==> src/rtl/ahb_mem_slave.sv <==
// AHB-Lite word-organised memory slave with a configurable number of wait states
// and a two-cycle ERROR response for out-of-range, misaligned or oversized transfers.
module ahb_mem_slave #(
  parameter int DEPTH       = 64,
  parameter int WAIT_STATES = 1
) (
  input  logic        hclk,
  input  logic        hresetn,
  input  logic        hsel,
  input  logic [31:0] haddr,
  input  logic [1:0]  htrans,
  input  logic        hwrite,
  input  logic [2:0]  hsize,
  input  logic [31:0] hwdata,
  input  logic        hready,
  output logic        hreadyout,
  output logic [31:0] hrdata,
  output logic        hresp,
  output logic [2:0]  o_dbg_state
);

  localparam int AW = (DEPTH > 1) ? $clog2(DEPTH) : 1;

  typedef enum logic [2:0] {
    S_IDLE = 3'd0,
    S_WAIT = 3'd1,
    S_DATA = 3'd2,
    S_ERR1 = 3'd3,
    S_ERR2 = 3'd4
  } state_t;

  state_t        r_state;
  state_t        w_next;
  logic [1:0]    r_wait_cnt;
  logic [1:0]    w_wait_cnt_next;
  logic [AW-1:0] r_idx;
  logic [3:0]    r_be;
  logic          r_write;
  logic [31:0]   r_mem [DEPTH];

  logic          w_accept;
  logic          w_oob;
  logic          w_misalign;
  logic          w_illegal;
  logic [3:0]    w_be;

  // Handshake: an address phase is taken only on an edge where hsel, hready and a
  // NONSEQ/SEQ htrans coincide while this slave is itself ready (hreadyout=1);
  // hreadyout=0 stretches the current data phase and blocks any new address phase.
  assign w_accept = hsel && hready && hreadyout &&
                    ((htrans == 2'b10) || (htrans == 2'b11));

  assign w_oob = ({2'b00, haddr[31:2]} >= 32'(DEPTH));

  always_comb begin
    w_be       = 4'b0000;
    w_misalign = 1'b0;
    case (hsize)
      3'd0: w_be = 4'b0001 << haddr[1:0];
      3'd1: begin
        w_be       = haddr[1] ? 4'b1100 : 4'b0011;
        w_misalign = haddr[0];
      end
      3'd2: begin
        w_be       = 4'b1111;
        w_misalign = |haddr[1:0];
      end
      default: w_misalign = 1'b1;
    endcase
  end

  assign w_illegal = w_oob || w_misalign;

  always_comb begin
    w_next          = r_state;
    w_wait_cnt_next = r_wait_cnt;
    case (r_state)
      S_IDLE, S_DATA, S_ERR2: begin
        w_next = S_IDLE;
        if (w_accept) begin
          if (w_illegal) begin
            w_next = S_ERR1;
          end else if (WAIT_STATES > 0) begin
            w_next          = S_WAIT;
            w_wait_cnt_next = 2'(WAIT_STATES - 1);
          end else begin
            w_next = S_DATA;
          end
        end
      end
      S_WAIT: begin
        if (r_wait_cnt == 2'd0) begin
          w_next = S_DATA;
        end else begin
          w_wait_cnt_next = r_wait_cnt - 2'd1;
        end
      end
      S_ERR1:  w_next = S_ERR2;
      default: w_next = S_IDLE;
    endcase
  end

  always_ff @(posedge hclk) begin
    if (!hresetn) begin
      r_state    <= S_IDLE;
      r_wait_cnt <= 2'd0;
      r_write    <= 1'b0;
      r_be       <= 4'b0000;
      r_idx      <= '0;
    end else begin
      r_state    <= w_next;
      r_wait_cnt <= w_wait_cnt_next;
      if (w_accept) begin
        r_write <= hwrite;
        r_be    <= w_be;
        r_idx   <= haddr[AW+1:2];
      end
    end
  end

  // Memory is deliberately left out of reset; a write commits on the edge ending DATA.
  always_ff @(posedge hclk) begin
    if (hresetn && (r_state == S_DATA) && r_write) begin
      for (int b = 0; b < 4; b++) begin
        if (r_be[b]) begin
          r_mem[r_idx][8*b +: 8] <= hwdata[8*b +: 8];
        end
      end
    end
  end

  assign hreadyout   = !((r_state == S_WAIT) || (r_state == S_ERR1));
  assign hresp       = (r_state == S_ERR1) || (r_state == S_ERR2);
  assign hrdata      = ((r_state == S_DATA) && !r_write) ? r_mem[r_idx] : 32'h0;
  assign o_dbg_state = r_state;

endmodule

==> config.mk <==
export PLATFORM = sky130hd
export DESIGN_NAME = ahb_mem_slave
export DESIGN_NICKNAME = d
export VERILOG_FILES = /design/src/rtl/ahb_mem_slave.sv
export SDC_FILE = /design/constraint.sdc
export NUM_CORES = 2
export LEC_CHECK = 0
export CAP_MARGIN = 20
export CORE_MARGIN = 2
export CORE_UTILIZATION = 56
export DETAILED_ROUTE_END_ITERATION = 10
export HOLD_SLACK_MARGIN = 0.06
export PLACE_DENSITY = 0.75
export SLEW_MARGIN = 30
export SYNTH_ARGS = -nofsm -noshare
export SYNTH_HDL_FRONTEND = slang
export SYNTH_SLANG_ARGS = --single-unit
==> constraint.sdc <==
create_clock -name hclk -period 2.3 [get_ports hclk]
set_clock_uncertainty 0.1 [all_clocks]
set_input_delay 0.345 -clock hclk [delete_from_list [all_inputs] [get_ports hclk]]
set_output_delay 0.345 -clock hclk [all_outputs]
set_load 0.02 [all_outputs]
Word level (Yosys, flattened, before mapping)
Memory sizes are Yosys's and may differ from the RTL's. A register that Yosys moved wholly into a read port is not among the register bits.
Index checks and enable logic that the tools add are counted.
{"block": "word_totals", "register_bits": 16, "ram_bits": 2048, "input_bits": 74, "output_inout_bits": 37, "wordCells": 66, "n_memories": 1}
{"memory": "r_mem", "words": 64, "word_bits": 32, "read_ports": 1, "rd_clocked_by_memory_dff": 1, "wr": 1, "line_no": "39", "text": "logic [31:0] r_mem [DEPTH];"}
{"block": "classes", "addsub": 1, "magnitude_cmp": 1, "eq_ne": 12, "shifts": 1, "mux": 26, "n_reduce_logical": 19}
{"op": "$mux W32", "count": 1}
{"op": "$ge A30 B7 Y1 const B", "count": 1}
{"op": "$mux W1", "count": 12}
{"op": "$mux W6", "count": 2}
{"op": "$pmux W4 S3", "count": 1}
{"op": "$mux W2", "count": 5}
{"op": "$eq A3 B2 Y1 const B", "count": 3}
{"op": "$pmux W3 S3", "count": 1}
{"op": "$ne A2 B2 Y1 const B", "count": 4}
{"op": "$eq A3 B1 Y1 const B", "count": 2}
{"op": "$logic_and A1 B1 Y1", "count": 6}
{"op": "$logic_not A3 Y1", "count": 2}
{"op": "$eq A2 B2 Y1 const B", "count": 2}
{"op": "$logic_or A1 B1 Y1", "count": 4}
{"op": "$mux W4", "count": 1}
{"op": "$pmux W2 S2", "count": 1}
{"op": "$reduce_and A4 Y1", "count": 1}
{"op": "$shl A1 B2 Y4 const A", "count": 1}
{"op": "$eq A3 B3 Y1 const B", "count": 1}
{"op": "$mux W3", "count": 1}
{"op": "$pmux W1 S3", "count": 1}
{"op": "$reduce_or A3 Y1", "count": 1}
{"op": "$logic_not A1 Y1", "count": 2}
{"op": "$logic_not A2 Y1", "count": 1}
{"op": "other kinds (3)", "count": 3}

Longest topological paths before layout
{"block": "logic_depth", "ltp_word": 7, "mapped_depth": 11, "depth_no_buf": 7}

Worst setup path after synthesis
No wires, ideal clock.
{"block": "synth_timing", "kind": "register to output", "startpoint": "reg (tool-made name)", "endpoint": "out hrdata[23]", "arrival_ns": 2.202, "t_required_ns": 1.855, "path_slack_ns": -0.347, "path_stages_with_launch": 9, "n_path_buf": 5, "path_cell_list": "dfxtp_1 -> buf_4 -> buf_4 -> buf_4 -> buf_2 -> buf_2 -> mux4_2 -> nor3_1 -> nor4_1"}
{"element": "end, declared", "line_no": "17", "text": "output logic [31:0] hrdata,"}

==> reports/metrics.csv <==
metric;value;unit
final-report setup violation count;87;
slew at the pin closest to its max-slew limit;1.09;ns
area of the mapped netlist;80500;um2
Critical Path Sink Type;output port;
CP arrival;3.51;ns
maximum clock insertion buffer count;3;
DRC;0;
clock slew at reported path FFs;0.06;ns
Seq/Total Area, Yosys;76.9;%
final slew viol count;0;
Hold/Removal Path Class;primary input to flop;
failing checks;negative setup slack;
Crit Path Class;flop to output port;
Final Cycle Share;172;%
initial antenna violation count;3;
Syn. warnings;0;
initial DRC count;6706;
run status;complete, but fails checks;
first-pass GRT wire length;323000;um
largest family of logic cells by synthesized area;multiplexers;
TritonCTS clock tree;done;
gr usage total;31.5;%
Post-synth top cells;edfxtp_1, mux4_2, nor2_1, nand2_1, mux2i_1;
layout cells sized above 1;40.9;%
Fillers;8365;
fin util;69.2;%
# H-tree levels;4;
Die H;383;um
Startpoint Class;flop;
vias per cell;6.55;
Final Hold Viols;0;
number of global-route vias before repair;44200;
number of synthesized register bits;2070;
Synth Area in Adders;0.0155;%
gpl congestion;0.913;
Pleak;31.7;nW
placed cell areas;89700;um2
Detail Placement HPWL;143000;um
core box area;143000;um2
Synth Flop Type;edfxtp_1;
max layer used;met5;
number of synthesized flops with an enable pin;2048;
area delta synth->final;23.1;%
top-count cell post-synth;edfxtp_1;
Die W;383;um
CTS Buf Count;199;
CP required;1.86;ns
WHS;0.0828;ns
Port-buffer cells;109;
post-synthesis net count;3770;
Mapped Cells;3695;
Die Area;147000;um2
CTS sink cnt;2070;
Detailed Routing Iterations Pass 1;6;
remaining antenna violation count;0;
design area;99100;um2
dpl cells;6240;
pre-CTS setup slack;-1.47;ns
post-synthesis xor/xnor area fraction;0;%
Std-Cell Rows;139;
WL met2;109000;um
Crit Path Max Fanout;7;
Skew-Pair Late Insertion Delay;0.82;ns
Starting Density;56.2;%
post-synthesis cell type count;51;
Met1 Wirelength;80500;um
post-synthesis mux area share;17.0;%
Met3 Wirelength;28100;um
synth top area cells;edfxtp_1, mux4_2, nor2_1, mux2i_1, nand2_1;
final wirelength;230000;um
Final WS setup;-1.65;ns
via count;44500;
top cell type's share of synthesized area;76.4;%
final net count;4790;
crit path time final;3.95;ns
max frequency;0.253;GHz
VDD IR max;0.731;mV
RSZ-0062 raised after global routing;yes;
I/O pin count;111;
Synth Area in Simple Gates;2.86;%
Async SR Flop Fraction;0;%
max-cap violations;0;
Final TNS setup;-50.44;ns
CTS root buf;clkbuf_16;
Power Density;761;nW/um2
Mapped Avg Cell Area;21.8;um2
Compound-Gate Fraction of Synth Area;1.73;%
Slew headroom;27.5;%
non-filler cells, final;6784;
grt ovf;0;
WL/cell;33.9;um
PnR Total Power;75.4;mW
largest net degree at the start of global routing;65;
post-synth top area cell;edfxtp_1;
==> critical path, cell delays in order (launching register included) <==
cell,delay (ns)
dfxtp_4,0.37
buf_12,0.14
buf_6,0.11
buf_16,0.15
buf_12,0.14
buf_12,0.13
mux4_2,0.50
mux4_2,0.55
a22oi_2,0.21
buf_6,0.15
nand2_4,0.07
buf_6,0.14
==> final timing paths <==
path                                                 start                          to  slack, ns  depth (start not counted)
worst max-delay path                                  flop                   hrdata[6]      -1.65                         11
worst min-delay path                            hwdata[18]     r_mem[19][18]$_DFFE_PP_       0.08                          2
worst max register to register       r_idx[5]$_SDFFE_PN0P_     r_mem[61][18]$_DFFE_PP_      -0.06                          4
worst min register to register  r_wait_cnt[1]$_SDFFE_PN0P_  r_wait_cnt[1]$_SDFFE_PN0P_       0.38                          2
==> where the power goes <==
group	total [mW]	internal, mW	switching (mW)
Sequential	41.5	41.4	0.0293
Combinational	3.59	1.60	1.99
Clock	30.3	16.6	13.7
Total	75.4	59.7	15.7
==> metal layers <==
layer | vias to the layer above | track usage, %
met3 | 612 | 8.13
li1 | 17500 | -
met4 | 2 | 14.8
met5 | - | 0
met2 | 3315 | 49.2
met1 | 23000 | 42.2
==> area by class of cell <==
class / instances / area (um2) / share of cell area [%]
Tap cell: 1903 / 2380 / 2.40
Sequential cell: 2070 / 62000 / 62.5
Clock inverter: 118 / 716 / 0.722
Clock buffer: 247 / 5230 / 5.28
Inverter: 8 / 32.5 / 0.0328
Multi-Input combinational cell: 1410 / 18500 / 18.7
Antenna cell: 2 / 5.00 / 0.00505
Timing Repair Buffer: 1026 / 10300 / 10.3
==> flip-flops by register name (all words and copies together) (netlist names), named ones only <==
register     flops
r_mem         2048
r_idx            6
r_be             4
r_wait_cnt       2
r_write          1
o_dbg_state      3
==> cell usage in the layout, fill, tap and decap left out, drive strengths merged, types with 6 or more instances in the layout <==
cell,Yosys,layout
a21boi,15,15
a31oi,8,8
nor3b,6,6
nand2b,11,11
buf,137,952
dlygate4sd3,0,28
mux2i,76,76
clkinv,0,103
mux4,564,564
a21oi,35,35
nor2b,33,33
a22oi,26,26
nor4,9,9
nand2,129,129
nand3,11,11
o211ai,7,7
a211oi,38,38
edfxtp,2048,2048
dfxtp,22,22
o21ai,25,25
clkbuf,70,249
clkdlybuf4s50,0,40
nor3,16,16
mux2,20,20
o22ai,31,31
inv,8,16
nor2,298,298
==> what timing repair did <==
item | 4_1_cts | 5_1_grt
setup endpoints to repair | 382 | 292
endpoints found under the hold margin | 975 | 0
pin swaps | 54 | 53
gates cloned | 15 | 2
hold buffers | 28 | 0
resized for setup | 420 | 96
setup buffers | 93 | 55
==> kinds of logic (layout without fill, tap and decap cells) <==
kind of cell             count (synthesis)  after routing
AO/OA/AOI/OAI                          209            209
adder cells (fa/ha/maj)                  1              1
buffers and inverters                  215           1399
flip-flops                            2070           2070
multiplexers                           660            660
other                                    0              2
AND/OR/NAND/NOR                        540            540
(Power assumes the default switching activity.)
